`config.mk`:
```
export PLATFORM = sky130hd
export DESIGN_NAME = router_oport_rx
export DESIGN_NICKNAME = d
export VERILOG_FILES = /design/src/rtl/router_oport_rx.sv
export SDC_FILE = /design/constraint.sdc
export NUM_CORES = 1
export LEC_CHECK = 0
export CAP_MARGIN = 20
export CORE_MARGIN = 3
export CORE_UTILIZATION = 65
export DETAILED_ROUTE_END_ITERATION = 10
export PLACE_DENSITY_LB_ADDON = 0.3
export SLEW_MARGIN = 5
export SYNTH_ARGS = -nofsm -noshare
export SYNTH_HDL_FRONTEND = slang
export SYNTH_SLANG_ARGS = --single-unit
```
`constraint.sdc`:
```
create_clock -name clk -period 7 [get_ports clk]
set_input_delay 1.75 -clock clk [delete_from_list [all_inputs] [get_ports clk]]
set_output_delay 1.75 -clock clk [all_outputs]
set_load 0.005 [all_outputs]
```
`src/rtl/router_oport_rx.sv`:
```
// Router output-port receiver: deserializes one port's LSB-first serial stream
// into bytes, tags the last byte of each packet, and buffers them in an FWFT FIFO.
module router_oport_rx #(
  parameter int DEPTH = 16,
  parameter int LEN_W = 8
) (
  input  logic             clk,
  input  logic             reset,
  input  logic             frameo_n,
  input  logic             valido_n,
  input  logic             dout,
  output logic [7:0]       byte_data,
  output logic             byte_last,
  output logic             byte_valid,
  input  logic             byte_ready,
  output logic             pkt_done,
  output logic [LEN_W-1:0] pkt_len,
  output logic             err_framing,
  output logic             err_overflow,
  output logic             busy
);

  localparam int AW = $clog2(DEPTH);

  typedef enum logic {IDLE, ACTIVE} state_t;

  state_t           state, state_nxt;
  logic [2:0]       bit_cnt;
  logic [7:0]       shift_q;
  logic [LEN_W-1:0] byte_cnt, byte_cnt_inc, byte_cnt_nxt;
  logic             active, bit_en, complete, end_cyc;

  logic [8:0]       mem [DEPTH];
  logic [AW-1:0]    wr_ptr, rd_ptr;
  logic [AW:0]      count;
  logic             full, pop, push_ok;

  // Handshake: the head byte transfers on any posedge where byte_valid && byte_ready.
  // An IDLE cycle with frameo_n low is already the first ACTIVE cycle.
  always_comb begin
    state_nxt    = state;
    active       = (state == ACTIVE) || !frameo_n;
    bit_en       = active && !valido_n;
    complete     = bit_en && (bit_cnt == 3'd7);
    end_cyc      = active && frameo_n;
    byte_cnt_inc = (byte_cnt == {LEN_W{1'b1}}) ? byte_cnt : byte_cnt + 1'b1;
    byte_cnt_nxt = complete ? byte_cnt_inc : byte_cnt;
    if (active) state_nxt = frameo_n ? IDLE : ACTIVE;
  end

  assign busy       = (state == ACTIVE);
  assign byte_valid = (count != '0);
  assign full       = (count == (AW + 1)'(DEPTH));
  assign pop        = byte_valid && byte_ready;
  assign push_ok    = complete && (!full || pop);
  assign byte_data  = byte_valid ? mem[rd_ptr][7:0] : 8'd0;
  assign byte_last  = byte_valid ? mem[rd_ptr][8] : 1'b0;

  always_ff @(posedge clk) begin
    if (reset) begin
      state        <= IDLE;
      bit_cnt      <= '0;
      shift_q      <= '0;
      byte_cnt     <= '0;
      pkt_done     <= 1'b0;
      pkt_len      <= '0;
      err_framing  <= 1'b0;
      err_overflow <= 1'b0;
    end else begin
      state        <= state_nxt;
      pkt_done     <= end_cyc;
      err_framing  <= end_cyc && !complete;
      pkt_len      <= end_cyc ? byte_cnt_nxt : '0;
      err_overflow <= complete && full && !pop;
      if (end_cyc) begin
        // Any partial byte left at the end of a packet is discarded.
        bit_cnt  <= '0;
        shift_q  <= '0;
        byte_cnt <= '0;
      end else begin
        if (bit_en) begin
          shift_q[bit_cnt] <= dout;
          bit_cnt          <= bit_cnt + 3'd1;
        end
        byte_cnt <= byte_cnt_nxt;
      end
    end
  end

  // Storage has no reset; the head is gated by byte_valid.
  always_ff @(posedge clk) begin
    if (push_ok) mem[wr_ptr] <= {frameo_n, dout, shift_q[6:0]};
  end

  always_ff @(posedge clk) begin
    if (reset) begin
      wr_ptr <= '0;
      rd_ptr <= '0;
      count  <= '0;
    end else begin
      if (push_ok) wr_ptr <= wr_ptr + 1'b1;
      if (pop)     rd_ptr <= rd_ptr + 1'b1;
      case ({push_ok, pop})
        2'b10:   count <= count + 1'b1;
        2'b01:   count <= count - 1'b1;
        default: count <= count;
      endcase
    end
  end

endmodule

```
# Word-level counts from Yosys, hierarchy flattened
# Memory sizes are Yosys's and may differ from the RTL's. A register that Yosys moved wholly into a read port is not among the register bits.
# Index checks and enable logic that the tools add are counted.
# totals
register_bits,44
ram_bits,144
input_bits,6
word_cells,59
mem_count,1
# classes
n_addsub,6
order_cmp,2
n_eq_ne,5
n_mux,13
bitwise_logic,1
reduce_logical,20
# memory_table
name,depth,width,read_ports,rd_ports_with_merged_regs,wr,line,rtl
mem,16,9,1,1,1,33,logic [8:0] mem [DEPTH];
# op_table
cell,n
two-way mux 8 bit,3
one-hot mux 5 bit (2 select lines),1
logical AND 1 bit,9
adder 4 x 1 -> 4 bit (second input constant),2
adder 8 x 1 -> 8 bit (second input constant),1
bitwise mux 8 bit,1
equality test 8 bit (second input constant),1
two-way mux 4 bit,2
adder 5 x 1 -> 5 bit (second input constant),1
equality test 5 bit (second input constant),1
zero test 1 bit,5
two-way mux 1 bit,5
nonzero test 5 bit,1
subtractor 5 x 1 -> 5 bit (second input constant),1
< comparator 3 x 4 -> 1 bit (second input constant),1
OR reduction 2 bit,2
adder 3 x 1 -> 3 bit (second input constant),1
demux 1 bit (select 3 bit),1
equality test 3 bit (second input constant),1
>= comparator 3 x 1 -> 1 bit (second input constant),1
equality test 2 x 1 -> 1 bit (second input constant),1
equality test 2 bit (second input constant),1
logical OR 1 bit,2
nonzero test 2 bit,1
inverter 1 bit,1

# Depth between registers and ports, before layout
# Gate-level depths: netlist of the first run.
# depth
depth_word,7
depth_mapped,11

# Worst setup path after synthesis of the first run
# OpenSTA, ideal clock, no wires.
# synth_timing
kind,input port to flip-flop
from,in frameo_n
to,mem mem[10][0] (enable)
setup_ns,0.387
t_arrival_ns,3.312
required_time_ns,6.613
path_slack_ns,3.301
path_stages,6
path_buffers,2
path_cell_list,buf_6 and2b_1 a311oi_2 buf_6 nand2_1 nor3_1
# synth_via
elab_chain_cells,7
# synth_lines
element,line,rtl
start: declaration,9,"input logic frameo_n,"
zero test 1 bit,42,active = (state == ACTIVE) || !frameo_n;
logical OR 1 bit,42,
logical AND 1 bit,43,bit_en = active && !valido_n;
logical AND 1 bit,44,complete = bit_en && (bit_cnt == 3'd7);
logical AND 1 bit,55,assign push_ok = complete && (!full || pop);
two-way mux 1 bit,92,"if (push_ok) mem[wr_ptr] <= {frameo_n, dout, shift_q[6:0]};"
two-way mux 1 bit (not written as such),92,
end: declaration,33,
# No other way between the ends.

==> impl_results.md, run 1 <==
- Buf/Inv on CP: 2
- Top FF cell, synth: edfxtp_1
- Slew Viols, Final: 0
- Clk_lat worst skew: 420 ps
- Diode count: 0
- Maximum root-to-sink buffer count: 2
- Ys async rst share: 0
- Pwr per Cell Area: 313.7 nW/µm²
- CTS Sinks: 191
- CP top delay family: buffers and inverters
- Most frequent cell after synthesis: edfxtp_1
- Critical path depth: 5
- Post-synthesis compound-gate area fraction: 0.03006
- Synthesized area: 7575 µm²
- Run status: complete, no violations
- Post-synthesis mux area share: 0.1503
- Final wirelength: 15130 µm
- Crit Path Max Fanout: 20
- Final Skew: 8.189 ps
- Hold Crit Class: flop to flop
- Synth warn: 0
- Final worst path period share: 0.6987
- Endpoints failing hold: 0
- TritonCTS clock tree: built
- Crit-path cells: buf_4 > mux4_2 > mux2i_1 > o22ai_1 > clkdlybuf4s50_1
- First-pass GRT wire length: 23560 µm
- Total GRT Usage: 0.2505
- Number of flops mapped to enable cells by yosys: 144
- Worst Tran Pin Value: 879.5 ps
- Drc violations: 0
- Hold_buf cts: 0
- Peak supply drop: 0.0003735 V
- Max Cap Violations: 0
- Worst EP arrival: 3140 ps
- Post-CTS setup buffers: 0
- Initial core utilization: 0.6808
- Synth area leaders: edfxtp_1 57%, dfxtp_1 12%, mux4_2 11%, mux2i_1 3.7%, nor2_1 2.6%
- HPWL after DPL: 9320 µm
- WHS Path Cells: 2
- Share of cells above drive strength 1: 0.1604
- Via Count: 4102
- Post-synth top cells: 144 x edfxtp_1, 53 x nor2_1, 47 x dfxtp_1, 36 x mux4_2, 28 x mux2i_1
- Synth Area in XOR/XNOR: 0.01272
- GP Congestion: 0.8582
- CP startpoint kind: flop
- Die W: 114.0 µm
- Num CTS Buffers: 17
- Largest net degree at the start of global routing: 37
- Syn nets: 474
- Die Y: 114.0 µm
- Reg2reg start: bit_cnt[1]
- Drt wl/cell: 23.45 µm
- Worst R2R Path Depth: 7
- Die area: 12980 µm²
- Top cell type's share of synthesized area: 0.5709
- Htree depth: 4
- Largest family of logic cells by synthesized area: multiplexers
- Sum Neg Setup Slack: 0 ps
- Syn Area/Cell: 16.54 µm²
- Ports: 28
- Multi-input logic area: 2173 µm²
- R2r setup slk: 3920 ps
- Synth Area in Simple Gates: 0.07664
- Vias/cell: 6.360
- 1st-iter DRT viols: 356
- Area of the core: 11130 µm²
- CTS root buffer: clkbuf_16
- CTS resizes: 0
- Slew HR: 0.4119
- Fin crit period: 4891 ps
- Leak Pwr: 2.823 nW
- Clk pin slew, worst setup/hold paths: 60 ps
- F_max: 204.5 MHz
- Cells after Synth: 458
- Min-delay src: rd_ptr[1]
- RSZ-0062 raised after global routing: false
- Reg2Reg Capture Point: mem[10][8]
- Register area: 5266 µm²
- Worst stage delay on the critical path: 780 ps
- Synth cell types: 47
- Iteration count of the initial detailed-routing pass: 5
- CP max-delay cell: dfxtp_2
- Final Setup Violations: 0
- Post-synthesis sequential area ratio: 0.6951
- Worst Setup End Kind: output pin
- PortBufs: 27
- Adder-cell area share of the yosys netlist: 0.01652
- Fill count: 631
- Final ANT Viol Nets: 0
- Initial antenna violation count: 0
- Fin nets: 509
- CP required: 5250 ps
- Final core occ: 0.7695
- Layout area overhead: 13.02%
- Gr ovfl total: 0
- Largest area contributor in the netlist: edfxtp_1
- Register bit total from synthesis: 191
- Worst Setup Path Type: flop to output pin
- Vias in the first global route: 4226
- Row count: 38
routing by layer:
layer / vias up / global-route usage / part of all wire
li1: 1832 / - / -
met1: 2034 / 0.3374 / 0.38
met2: 210 / 0.4071 / 0.52
met3: 26 / 0.06048 / 0.083
met4: 0 / 0.08630 / 0.020
met5: - / 0 / 0
state kept, by name, indices dropped and copies added (netlist names), named ones only:
signal,cells
byte_cnt,8
busy,1
wr_ptr,4
pkt_done,1
pkt_len,8
bit_cnt,3
shift_q,7
mem,144
err_framing,1
rd_ptr,4
count,5
err_overflow,1
kinds of logic (layout without fill, tap and decap cells):
family / after synthesis / in the layout
fa+ha+maj: 10 / 10
xor+xnor: 11 / 11
simple gates: 114 / 114
flops: 191 / 191
mux: 68 / 68
buf+inv: 31 / 78
compound gates: 33 / 33
worst min-delay path, delay by kind of cell, from the launching register on:
kind	cells	cell delay [ps]
AOI/OAI and AO/OA	1	70
and+or+nand+nor	1	60
DFF	1	330
final cells by class:
| class | count | area share |
|---|---|---|
| Sequential cell | 191 | 0.6152 |
| Multi-Input combinational cell | 236 | 0.2539 |
| Clock buffer | 18 | 0.05013 |
| Timing Repair Buffer | 34 | 0.03742 |
| Tap cell | 140 | 0.02046 |
| Clock inverter | 13 | 0.01725 |
| Inverter | 13 | 0.005700 |
report_power, final:
part / total (mW) / switching, mW / internal [mW]
clock: 0.947 / 0.393 / 0.554
combinational: 0.463 / 0.213 / 0.249
sequential: 1.28 / 0.0487 / 1.23
per-stage QoR:
stage	instances	worst slack, ps	area (µm²)	power (mW)	hold WS [ps]
after floorplan	458	3301	7575	1.591	459.1
after global placement	611	2242	7959	1.744	476.3
after detailed placement	611	1993	7959	1.763	501.3
after CTS	642	2002	8536	2.697	509.8
after global routing	645	1899	8561	2.795	521.0
final	645	2109	8561	2.686	508.9
worst max-delay path by stage:
stage / to / slack (ps)
after floorplan: mem[10][0] / 3300
after global placement: mem[8][4] / 2240
after detailed placement: mem[8][3] / 1990
after CTS: byte_data[7] / 2000
after global routing: byte_data[7] / 1900
final: byte_data[7] / 2110
placed cells by master (no fill, tap or decap), drive strengths merged, types with 2 or more instances in the layout:
master	count
edfxtp	144
nor2	54
dfxtp	47
mux4	36
mux2i	29
clkdlybuf4s50	27
clkbuf	21
inv	13
nand3	10
ha	10
nor3	10
o22ai	9
nand2	8
and2	8
xor2	6
a21oi	6
xnor2	5
o21ai	5
clkinvlp	5
clkinv	5
a22oi	4
buf	4
nor3b	4
nand2b	3
nand3b	3
or3	3
bufinv	3
nor4	3
mux2	3
nand4b	2
nand4	2
o31a	2
nor2b	2
a21o	2
Note: power is estimated with default switching activity, not from simulation.
==> inputs of run 2 (changes only) <==
--- a/config.mk
+++ b/config.mk
@@ -7,7 +7,7 @@
 export LEC_CHECK = 0
 export CAP_MARGIN = 20
 export CORE_MARGIN = 3
-export CORE_UTILIZATION = 65
+export CORE_UTILIZATION = 54
 export DETAILED_ROUTE_END_ITERATION = 10
 export PLACE_DENSITY_LB_ADDON = 0.3
 export SLEW_MARGIN = 5
==> constraint.sdc (replaced) <==
create_clock -name clk -period 4.4 [get_ports clk]
set_input_delay 1.1 -clock clk [delete_from_list [all_inputs] [get_ports clk]]
set_output_delay 1.1 -clock clk [all_outputs]
set_load 0.005 [all_outputs]
==> run 2 against run 1 <==
  * Critical path depth did not move
  * Count of clock-buffer cells in the layout rose by 2
  * Cell area rose by 1.2%
  * Highest routed layer unchanged
==> impl_results.md, run 2 (synthesized netlist as in run 1, its figures left out) <==
- Int Pwr: 3.247 mW (+60%)
- Final Skew: 7.453 ps (-0.7361 ps)
- Final worst path period share: 0.8718
- Post-CTS setup buffers: 0 (unchanged)
- Die area: 15480 µm² (+19%)
- WHS Path Cells: 2 (unchanged)
- GR peak layer: met2
- Sw frac: 0.2433 (-0.0006569)
- Pwr per Cell Area: 495.2 nW/µm² (+58%)
- Endpoints failing hold: 0 (unchanged)
- Max reg flops: 144 (unchanged)
- Worst Setup Path Type: flop to output pin
- Maximum root-to-sink buffer count: 2 (unchanged)
- Area of the core: 13450 µm² (+21%)
- Worst EP arrival: 2740 ps (-400 ps)
- GR Layer Usage met3: 0.04889 (-0.01159)
- Share of cells above drive strength 1: 0.1738 (+0.01343)
- Run status: complete, no violations
- Row count: 42 (+11%)
- Fill count: 978 (+55%)
- Sum Neg Setup Slack: 0 ps (unchanged)
- Clk_lat worst skew: 420 ps (about the same)
- Slew HR: 0.3783 (-0.03352)
- Min-delay src: rd_ptr[3]
- Capture point of the critical path: byte_data[2]
- Max Cap Violations: 0 (unchanged)
- Clk pin slew, worst setup/hold paths: 60 ps (about the same)
- Final ANT Viol Nets: 0 (unchanged)
- 1st-iter DRT viols: 410 (+15%)
- Hold_ws: 498.3 ps (-10.57 ps)
- Final Setup Violations: 0 (unchanged)
- Worst Setup End Kind: output pin
- F_max: 260.7 MHz
- CTS root buffer: clkbuf_16
- Via Count: 3965 (-3.3%)
- CP max-delay cell: dfxtp_2
- Drt wl/cell: 20.60 µm (-12%)
- TritonCTS clock tree: built
- Logic gate share of total power: 0.180 (+0.008)
- PortBufs: 27 (unchanged)
- Crit-path cells: buf_12 > mux4_2 > mux2i_1 > o22ai_1 > clkdlybuf4s50_1
- Largest net degree at the start of global routing: 37 (unchanged)
- Die Y: 124.4 µm (+9.2%)
- Worst Tran Pin Value: 929.6 ps (+50.12 ps)
- Drc violations: 0 (unchanged)
- Initial antenna violation count: 0 (unchanged)
- Reg2reg start: bit_cnt[1]
- GP Congestion: 0.8134 (-5.2%)
- R2r setup slk: 1770 ps (-2150 ps)
- Net Sw Power: 1.044 mW (+59%)
- Biggest regs: mem: 144 flops, byte_cnt: 8 flops, pkt_len: 8 flops
- Most frequent cells in the layout: 144 x edfxtp_1, 53 x nor2_1, 46 x dfxtp_1
- RSZ-0062 raised after global routing: false
- Top reg by flops: mem
- CTS Sinks: 191 (unchanged)
- Multi-input logic area: 2168 µm² (-0.23%)
- Hold Crit Class: flop to flop
- Slew Viols, Final: 0 (unchanged)
- Final core occ: 0.6442 (-0.1253)
- Num CTS Buffers: 17 (unchanged)
- Layout area overhead: 14.40%
- Vias/cell: 5.763 (-9.4%)
- Commonest non-fill, non-tap cell in the layout: edfxtp_1
- Htree depth: 4 (unchanged)
- CP required: 3300 ps (-1950 ps)
- Ports: 28 (unchanged)
- Hold_buf cts: 0 (unchanged)
- HPWL after DPL: 8985 µm (-3.6%)
- Fin nets: 515 (+1.2%)
- M1 GR Usage: 0.2641 (-0.07328)
- Fin crit period: 3836 ps
- Vias in the first global route: 4022 (-4.8%)
- Reg2Reg Capture Point: count[4]
- Worst R2R Path Depth: 11 (+4)
- First-pass GRT wire length: 22800 µm (-3.2%)
- Clock power share: 0.350 (-0.002)
- Iteration count of the initial detailed-routing pass: 5 (unchanged)
- Total GRT Usage: 0.1941 (-0.05636)
- CTS resizes: 0 (unchanged)
- Gr ovfl total: 0 (unchanged)
- Die W: 124.4 µm (+9.2%)
- Met2 Use GR: 0.3127 (-0.09444)
- Leak Pwr: 2.880 nW (+2.0%)
- Worst stage delay on the critical path: 590 ps (-190 ps)
- Sequential Power Share: 0.470 (-0.005)
- Diode count: 0 (unchanged)
- Final wirelength: 14170 µm (-6.3%)
- Initial core utilization: 0.5631 (-0.1178)
- Crit Path Max Fanout: 26 (+30%)
- Peak supply drop: 0.0003162 V (-15%)
- CP startpoint kind: flop
- Register area: 5266 µm² (unchanged)
## run 2: power groups by stage
stage	logic (mW)	registers, mW	clock network (mW)
after global placement	0.752	2.05	0
after CTS	0.775	2.02	1.53
after detailed placement	0.772	2.06	0
after global routing	0.834	2.02	1.61
after floorplan	0.505	2.03	0
final	0.773	2.02	1.50
## run 2: worst min-delay path by stage
stage	end	slack, ps
after floorplan	flop	460
after global placement	rd_ptr[3]	480
after detailed placement	flop	490
after CTS	flop	500
after global routing	flop	550
final	flop	500
## run 2: per-layer routing
layer | up-vias | part of all wire
met2 | 102 | 0.50
met1 | 2003 | 0.43
met5 | - | 0
met3 | 16 | 0.049
met4 | 0 | 0.013
li1 | 1844 | -
## run 2: final cells by class
class                           instances  area share
Sequential cell                       191      0.6077
Multi-Input combinational cell        236      0.2502
Clock buffer                           20     0.05039
Timing Repair Buffer                   40     0.04389
Tap cell                              176     0.02541
Clock inverter                         12     0.01675
Inverter                               13    0.005631
## run 2: per-stage QoR
step	total power, mW	setup slack, ps	cell area, µm²	std cells
finish	4.291	564.1	8666	688
floorplan	2.531	1351	7575	458
global route	4.469	384.3	8666	688
CTS	4.322	478.4	8666	688
detailed placement	2.830	798.8	8084	656
global placement	2.806	870.5	8084	656
## run 2: critical path, delay by kind of cell, from the launching register on
kind | cells | cell delay, ps
buffers and inverters | 2 | 770
DFF | 1 | 590
AOI/OAI and AO/OA | 1 | 170
muxes | 2 | 760
==> inputs of run 3 (changes only) <==
--- a/config.mk
+++ b/config.mk
@@ -10,7 +10,7 @@
 export CORE_UTILIZATION = 54
 export DETAILED_ROUTE_END_ITERATION = 10
 export PLACE_DENSITY_LB_ADDON = 0.3
-export SLEW_MARGIN = 5
+export SLEW_MARGIN = 30
 export SYNTH_ARGS = -nofsm -noshare
 export SYNTH_HDL_FRONTEND = slang
 export SYNTH_SLANG_ARGS = --single-unit
==> results of run 3 <==
No change in the layout: final DEF, timing and power equal those of run 2.
